<file path="src/rtl/rbm_pkg.sv">
// Shared types and constants for the RBM hidden-layer scheduler.
// Holds the FSM state enum, the Q0.16 probability type and LFSR constants.
package rbm_pkg;

    typedef enum logic [2:0] {
        ST_IDLE  = 3'd0,
        ST_SETUP = 3'd1,
        ST_KICK  = 3'd2,
        ST_ARM   = 3'd3,
        ST_RUN   = 3'd4,
        ST_WB    = 3'd5,
        ST_FIN   = 3'd6
    } state_e;

    // Q0.16 unsigned probability
    typedef logic [15:0] prob_t;

    localparam logic [15:0] LFSR_SEED = 16'hACE1;
    // Fibonacci taps 16,14,13,11 -> bit indices 15,13,12,10
    localparam logic [15:0] LFSR_TAPS = 16'hB400;

    function automatic logic [15:0] lfsr_step(input logic [15:0] s);
        return {s[14:0], ^(s & LFSR_TAPS)};
    endfunction

endpackage

</file>
<file path="src/rtl/rbm_lfsr16.sv">
// 16-bit Fibonacci LFSR used as the uniform source for hidden sampling.
// Ports: clk, rst_n (sync, active-low), step_i (advance), value_o (state).
// Only present when RBM_SCHED_SAMPLE_EN is defined.
`ifdef RBM_SCHED_SAMPLE_EN
module rbm_lfsr16
    import rbm_pkg::*;
(
    input  logic  clk,
    input  logic  rst_n,
    input  logic  step_i,
    output prob_t value_o
);

    prob_t lfsr_q;
    prob_t lfsr_d;

    always_comb begin
        lfsr_d = lfsr_q;
        if (step_i) begin
            lfsr_d = lfsr_step(lfsr_q);
        end
    end

    always_ff @(posedge clk) begin
        if (!rst_n) begin
            lfsr_q <= LFSR_SEED;
        end else begin
            lfsr_q <= lfsr_d;
        end
    end

    assign value_o = lfsr_q;

endmodule
`endif

</file>
<file path="src/rtl/rbm_hidden_sched.sv">
// Sequences rbm_core_min over hidden units 0..h_count-1 and writes each
// probability to a result buffer. Optional macro: RBM_SCHED_SAMPLE_EN adds
// an LFSR-driven Bernoulli sample in out_data[16].
// Ports: clk, rst_n (sync, active-low); start/abort/h_count control;
// busy/done/err status; col_sel weight/bias select; core_start/core_busy/
// core_p_j core handshake; out_we/out_addr/out_data result-buffer write.
module rbm_hidden_sched
    import rbm_pkg::*;
#(
    parameter int I_DIM   = 256,
    parameter int H_DIM   = 64,
    parameter int ARM_TMO = 4
) (
    input  logic                       clk,
    input  logic                       rst_n,
    input  logic                       start,
    input  logic                       abort,
    input  logic [$clog2(H_DIM+1)-1:0] h_count,
    output logic                       busy,
    output logic                       done,
    output logic                       err,
    output logic [$clog2(H_DIM)-1:0]   col_sel,
    output logic                       core_start,
    input  logic                       core_busy,
    input  prob_t                      core_p_j,
    output logic                       out_we,
    output logic [$clog2(H_DIM)-1:0]   out_addr,
    output logic [16:0]                out_data
);

    localparam int HC_W  = $clog2(H_DIM + 1);
    localparam int IDX_W = $clog2(H_DIM);
    localparam int TMO_W = $clog2(ARM_TMO + 1);

    // I_DIM only sizes the core owned by the parent; validate it here.
    if (I_DIM < 1 || H_DIM < 2 || ARM_TMO < 1) begin : g_bad_cfg
        $error("rbm_hidden_sched: invalid parameters");
    end

    state_e             state_q, state_d;
    logic [HC_W-1:0]    hc_q, hc_d;
    logic [IDX_W-1:0]   j_q, j_d;
    logic [TMO_W-1:0]   tmo_q, tmo_d;
    logic               err_q, err_d;

    logic [HC_W-1:0]    h_clamped;
    logic               last_unit;
    logic               live;
    logic               wr_fire;
    logic               sample_bit;

    assign h_clamped = (h_count > HC_W'(H_DIM)) ? HC_W'(H_DIM) : h_count;
    assign last_unit = (HC_W'(j_q) + HC_W'(1)) == hc_q;

    always_comb begin
        state_d = state_q;
        hc_d    = hc_q;
        j_d     = j_q;
        tmo_d   = tmo_q;
        err_d   = err_q;
        if (abort && state_q != ST_IDLE) begin
            state_d = ST_IDLE;
        end else begin
            unique case (state_q)
                ST_IDLE: begin
                    if (start) begin
                        hc_d    = h_clamped;
                        err_d   = 1'b0;
                        j_d     = '0;
                        state_d = (h_clamped == '0) ? ST_FIN : ST_SETUP;
                    end
                end
                ST_SETUP: state_d = ST_KICK;
                ST_KICK: begin
                    tmo_d   = '0;
                    state_d = ST_ARM;
                end
                ST_ARM: begin
                    if (core_busy) begin
                        state_d = ST_RUN;
                    end else if (tmo_q == TMO_W'(ARM_TMO - 1)) begin
                        err_d   = 1'b1;
                        state_d = ST_FIN;
                    end else begin
                        tmo_d = tmo_q + TMO_W'(1);
                    end
                end
                ST_RUN: begin
                    if (!core_busy) begin
                        state_d = ST_WB;
                    end
                end
                ST_WB: begin
                    if (last_unit) begin
                        state_d = ST_FIN;
                    end else begin
                        j_d     = j_q + IDX_W'(1);
                        state_d = ST_SETUP;
                    end
                end
                ST_FIN:  state_d = ST_IDLE;
                default: state_d = ST_IDLE;
            endcase
        end
    end

    always_ff @(posedge clk) begin
        if (!rst_n) begin
            state_q <= ST_IDLE;
            hc_q    <= '0;
            j_q     <= '0;
            tmo_q   <= '0;
            err_q   <= 1'b0;
        end else begin
            state_q <= state_d;
            hc_q    <= hc_d;
            j_q     <= j_d;
            tmo_q   <= tmo_d;
            err_q   <= err_d;
        end
    end

    // Strobes are suppressed in a cycle that is being aborted or reset,
    // so the edge that leaves the state never sees a partial action.
    assign live    = rst_n && !abort;
    assign wr_fire = (state_q == ST_WB) && live;

    assign busy       = (state_q != ST_IDLE);
    assign done       = (state_q == ST_FIN) && live;
    assign core_start = (state_q == ST_KICK) && live;
    assign err        = err_q;
    assign col_sel    = j_q;
    assign out_we     = wr_fire;
    assign out_addr   = j_q;
    assign out_data   = wr_fire ? {sample_bit, core_p_j} : '0;

`ifdef RBM_SCHED_SAMPLE_EN
    prob_t lfsr_val;

    rbm_lfsr16 u_lfsr (
        .clk     (clk),
        .rst_n   (rst_n),
        .step_i  (wr_fire),
        .value_o (lfsr_val)
    );

    assign sample_bit = (core_p_j > lfsr_val);
`else
    assign sample_bit = 1'b0;
`endif

endmodule
</file>
<file path="config.mk">
export PLATFORM = sky130hd
export DESIGN_NAME = rbm_hidden_sched
export DESIGN_NICKNAME = d
export VERILOG_FILES = /design/src/rtl/rbm_pkg.sv /design/src/rtl/rbm_lfsr16.sv /design/src/rtl/rbm_hidden_sched.sv
export SDC_FILE = /design/constraint.sdc
export NUM_CORES = 1
export LEC_CHECK = 0
export ABC_AREA = 1
export CAP_MARGIN = 20
export CORE_AREA = 2 2 57 70
export CTS_CLUSTER_SIZE = 12
export DETAILED_ROUTE_END_ITERATION = 7
export DIE_AREA = 0 0 59 72
export GPL_TIMING_DRIVEN = 0
export MAX_ROUTING_LAYER = met4
export PLACE_DENSITY = 0.77
export RECOVER_POWER = 50
export SLEW_MARGIN = 10
export SYNTH_ARGS = -nofsm -noshare
export SYNTH_HDL_FRONTEND = slang
export SYNTH_SLANG_ARGS = --single-unit
</file>
<file path="constraint.sdc">
create_clock -name clk -period 2.1 [get_ports clk]
set_input_delay 0.42 -clock clk [delete_from_list [all_inputs] [get_ports clk]]
set_output_delay 0.42 -clock clk [all_outputs]
set_load 0.01 [all_outputs]
</file>
# Word-level counts from Yosys, hierarchy flattened
# Index checks and enable logic that the tools add are counted.
# Widths: inputs -> output; s select.
[totals]
reg_bits = 20
inputBits = 28
[op_classes]
addsub = 3
n_lt_le_gt_ge = 1
n_eq_ne = 15
muxes = 19
n_bitwise = 2
n_reduce_logical = 18
[op_table]
columns = ["operator", "count"]
rows = [
  ["$mux 3", 8],
  ["$pmux 3 s6", 1],
  ["$mux 16", 1],
  ["$mux 6", 2],
  ["$ne 2x2->1 const B", 6],
  ["$pmux 6 s2", 1],
  ["$eq 3x2->1 const B", 3],
  ["$eq 3x3->1 const B", 3],
  ["$reduce_and 4->1", 2],
  ["$add 6x1->7 const B", 1],
  ["$eq 7x7->1", 1],
  ["$gt 7x7->1 const B", 1],
  ["$logic_not 7->1", 1],
  ["$mux 7", 1],
  ["$add 6x1->6 const B", 1],
  ["$pmux 3 s2", 1],
  ["$reduce_and 3->1", 2],
  ["$reduce_bool 2->1", 3],
  ["$logic_and 1x1->1", 5],
  ["$reduce_and 5->1", 1],
  ["$add 3x1->3 const B", 1],
  ["$eq 3x1->1 const B", 1],
  ["$logic_not 3->1", 1],
  ["$mux 1", 3],
  ["6 further kinds", 7],
]

# Longest topological paths before layout
[logic_depth]
depth_word = 6
mapped_depth = 14
ltp_nobuf = 13

# Worst setup path after synthesis
# No wires, ideal clock.
[synth_timing]
path_type = "in2out"
from = "input port rst_n"
to = "output port out_data[10]"
arrival_time_ns = 1.567
required_ns = 1.680
slack_ns = 0.113
stages = 8
cell_sequence = "buf_6 > clkinv_1 > nor2_1 > inv_1 > nor2_1 > inv_2 > buf_2 > nor2_1"
[synth_between]
elab_chain_cells = 3
[synth_rtl]
columns = ["item", "line", "rtl"]
rows = [
  ["start, declared", "rbm_hidden_sched.sv:15", "input logic rst_n,"],
  ["$logic_and 1x1->1", "rbm_hidden_sched.sv:125", "assign live = rst_n && !abort;"],
  ["$logic_and 1x1->1", "rbm_hidden_sched.sv:126", "assign wr_fire = (state_q == ST_WB) && live;"],
  ["net out_we", "rbm_hidden_sched.sv:26", "output logic out_we,"],
  ["$mux 16", "rbm_hidden_sched.sv:135", "assign out_data = wr_fire ? {sample_bit, core_p_j} : '0;"],
  ["end, declared", "rbm_hidden_sched.sv:28", "output logic [16:0] out_data"],
]
# The timed path passes the listed nets, and every way through them passes these cells.

# Worst setup path in the final report
[layout_timing]
from = "register state_q[0]"
to = "output port busy"
[layout_between]
elab_chain_cells = 1
[layout_rtl]
columns = ["item", "line", "rtl"]
rows = [
  ["start, declared", "rbm_hidden_sched.sv:40", "state_e state_q, state_d;"],
  ["start signal, assigned", "rbm_hidden_sched.sv:115", "state_q <= state_d;"],
  ["$reduce_bool 3->1", "rbm_hidden_sched.sv:128", "assign busy = (state_q != ST_IDLE);"],
  ["end, declared", "rbm_hidden_sched.sv:19", "output logic busy,"],
]
# No other way between the ends.

==> impl_table.tex <==
\begin{tabular}{lr}
\hline
Metric & Value \\
\hline
\multicolumn{2}{l}{\textbf{Cells and area}} \\
Filler Cells Inserted & 349 \\
Layout-stage area growth over the synthesis result & 47.34\% \\
Number of antenna repair diodes & 0 \\
Share of final-layout standard cells stronger than drive strength 1 & 0.1424 \\
Area of all placed cells without fillers & between 0.002 and 0.0025 mm2 \\
Core utilization of the finished layout & 0.6155 \\
Final Non-Filler Cells & about 360 \\
Nets & 348 \\
\multicolumn{2}{l}{\textbf{Clock network}} \\
Clock-pin slew of the registers on the worst-case setup and hold paths & $\sim$80 ps \\
Clock tree from TritonCTS & built \\
Number of levels in the clock H-tree & 1 \\
Buffer cell driving the clock tree root & clkbuf\_8 \\
Clock sinks & 20 \\
Worst-Skew Late Latency & between 200 and 300 ps \\
Clock Path Buffers & 2 \\
Clock buffers created by TritonCTS & 3 \\
\multicolumn{2}{l}{\textbf{Placed design}} \\
Post-placement cell count & approximately 350 \\
Port Buffer Count & about 60 \\
Final weighted congestion in routability-driven placement & 0.8242 \\
Cell area after placement & between 0.002 and 0.0025 mm2 \\
HPWL after DPL & a little over 3000 um \\
Worst slack, placed & -491.9 ps \\
\multicolumn{2}{l}{\textbf{Routing}} \\
DR iter-0 viols & 57 \\
Residual DRC & 0 \\
Final routed wirelength across all metal layers & 4108 um \\
Drt via density & approximately 5 \\
Via Count & 1759 \\
Antenna-violating nets left & 0 \\
DRT Pass-1 Iters & 5 \\
Wire per inst & 11.57 um \\
\multicolumn{2}{l}{\textbf{Synth}} \\
Netlist Area Pre-Place & between 0.001 and 0.0015 mm2 \\
Post-synthesis cell type with the largest combined area & dfxtp\_1 \\
Portion of the post-synthesis area used by sequential elements & 0.2705 \\
Top cells by instance count after synthesis & nand2\_1 (52), nor2\_1 (45), inv\_1 (44) \\
Synth warnings & 0 \\
Count of state elements after synthesis & 20 \\
Mapped Cells & $\sim$250 \\
Mean area per synthesized cell & 5.944 um2 \\
Cell types with the largest area share after synthesis & dfxtp\_1 (27\%), nand2\_1 (13\%), nor2\_1 (11\%) \\
Most frequent cell after synthesis & nand2\_1 \\
Async set-or-reset flop fraction in the synthesized netlist & 0 \\
Nets in the synthesized netlist & 280 \\
Unique masters post-synth & 25 \\
Number of enable-type register cells in the synthesized netlist & 0 \\
Flip-flop cell with the highest count after synthesis & dfxtp\_1 \\
Yosys top cell area share & 0.2705 \\
\multicolumn{2}{l}{\textbf{Die}} \\
Core area & 0.003543 mm2 \\
Std cell rows & 24 \\
Die Footprint & roughly 0.0042 mm2 \\
Die outline height & roughly 72 um \\
Die width & 59 um \\
Initial standard-cell utilization of the core & 0.4177 \\
Top Ports & 62 \\
\multicolumn{2}{l}{\textbf{Run status}} \\
Run status & complete, no violations \\
\multicolumn{2}{l}{\textbf{Setup path}} \\
Crit path arrival time & about 1600 ps \\
CP max FO & 5 \\
Chain of cells forming the critical path & buf\_4 -> nor2\_1 -> nand2\_1 -> clkdlybuf4s50\_1 \\
Kind of critical path & reg -> out \\
Endpoint required time on the critical path & 1680 ps \\
Worst path slowest cell & clkdlybuf4s50\_1 \\
Critical Path Start Type & flop \\
Longest individual stage delay on the worst path & 510 ps \\
Endpoint type of the worst setup path & output pin \\
\multicolumn{2}{l}{\textbf{Timing}} \\
Post-route clock period utilization & 0.9610 \\
Setup\_tns & 0 ps \\
Final worst clock skew & 6.179 ps \\
Actual transition at the worst max-transition pin & approximately 540 ps \\
Upper clock frequency limit & 495.5 MHz \\
Slew Limit Fails & 0 \\
Min Clock Period, post-route & 2018 ps \\
Slew margin rel. & 0.6371 \\
Hold Vio Cnt, Final & 0 \\
Final setup viols & 0 \\
Smallest setup slack after layout & slightly above 80 ps \\
Hold Worst Slack & roughly 400 ps \\
\multicolumn{2}{l}{\textbf{Global routing}} \\
First-pass GRT wire length & roughly 6900 um \\
Number of global-route vias before repair & around 1600 \\
Overflow after GRT & 0 \\
All-Layer GR Usage & 0.2079 \\
Number of antenna violations at the first check in global routing & 0 \\
Maximum number of pins on one net before global-route repair & 12 \\
\multicolumn{2}{l}{\textbf{Job}} \\
Total of max-cap violations & 0 \\
\multicolumn{2}{l}{\textbf{Power and ir drop}} \\
Final total power & between 1.5 and 2 mW \\
Maximum VDD drop & between 0.4 and 0.5 mV \\
Leakage power figure & approximately 1.1 nW \\
Power density normalized to cell area & 697.0 mW/mm2 \\
\multicolumn{2}{l}{\textbf{Min path}} \\
Hold Path Class & in -> reg \\
\hline
\end{tabular}
## sequential cells by signal (all words and copies together), names as in the netlist
signal and count:
state_q 3, col_sel 6, tmo_q 3, err 1
hc_q 7
## power by group
group | switching (mW) | internal (mW) | leakage [nW]
logic | 0.359 | 0.330 | 0.905
clock network | 0.138 | 0.167 | 0.0288
registers | 0.0731 | 0.452 | 0.166
total | 0.571 | 0.949 | 1.10
## routing by layer
| layer | routed length, um | global-route usage | vias up | share of wire |
|---|---|---|---|---|
| li1 | - | - | 907 | - |
| met2 | 2261 | 0.3790 | 42 | 0.55 |
| met5 | 0 | - | - | 0 |
| met1 | 1647 | 0.2225 | 801 | 0.40 |
| met3 | 121 | 0.01961 | 9 | 0.029 |
| met4 | 78 | 0.09091 | 0 | 0.019 |
## worst max-delay path, delay by kind of cell (launching register included)
family                 cells  cell delay (ps)
buffers and inverters      2              650
DFF                        1              360
and+or+nand+nor            2              320
## area by class of cell
cell class	count	area (um2)	area share
buffer	12	97.59	0.04475
multi-input combinational	170	817.0	0.3746
sequential	20	410.4	0.1882
timing repair buffer	63	573.1	0.2628
clock buffer	4	55.05	0.02524
tap	39	48.80	0.02238
inverter	47	178.9	0.08204
## kinds of logic (layout without fill, tap and decap cells)
| group | count (synthesis) | after routing | share of synthesized area |
|---|---|---|---|
| adder cells (fa/ha/maj) | 3 | 3 | 0.02536 |
| buffers and inverters | 59 | 126 | 0.1817 |
| AO/OA/AOI/OAI | 35 | 35 | 0.1352 |
| flip-flops | 20 | 20 | 0.2705 |
| AND/OR/NAND/NOR | 131 | 131 | 0.3846 |
| other | 1 | 1 | 0.002533 |
## final timing paths
| path | start | end | slack (ps) | cells after the start |
|---|---|---|---|---|
| worst max-delay path | state_q[0] | busy | 80 | 4 |
| worst min register to register | tmo_q[2] | tmo_q[2] | 460 | 2 |
| worst min-delay path | rst_n | col_sel[0] | 400 | 3 |
| worst max register to register | col_sel[1] | col_sel[3] | 220 | 13 |
## placed cells by master, fill, tap and decap left out, types with 2 or more instances in the layout
| cell type | Yosys | layout |
|---|---|---|
| nor2_1 | 45 | 44 |
| buf_6 | 2 | 3 |
| nor4_1 | 2 | 2 |
| clkdlybuf4s50_1 | 0 | 39 |
| nand3_2 | 2 | 2 |
| buf_4 | 8 | 12 |
| inv_1 | 44 | 43 |
| nor2_2 | 3 | 3 |
| nand2_1 | 52 | 52 |
| inv_2 | 2 | 3 |
| dfxtp_2 | 0 | 2 |
| o21ai_0 | 3 | 4 |
| nand3_1 | 19 | 19 |
| a22oi_1 | 2 | 2 |
| dlymetal6s2s_1 | 0 | 2 |
| a211oi_1 | 6 | 6 |
| a21oi_1 | 22 | 22 |
| clkbuf_8 | 0 | 4 |
| dfxtp_1 | 20 | 16 |
| nand4_1 | 4 | 4 |
| nor3_1 | 2 | 2 |
| dlygate4sd2_1 | 0 | 7 |
| dfxtp_4 | 0 | 2 |
| ha_1 | 3 | 2 |
| clkbuf_2 | 0 | 8 |
## repair_timing
action / in CTS / in global routing
setup buffers: 2 / 2
resized for setup: 35 / 20
hold buffers: 0 / 0
pin swaps: 1 / 0
endpoints found under the setup margin: 19 / 19
Power figures use the tool's default switching activity.
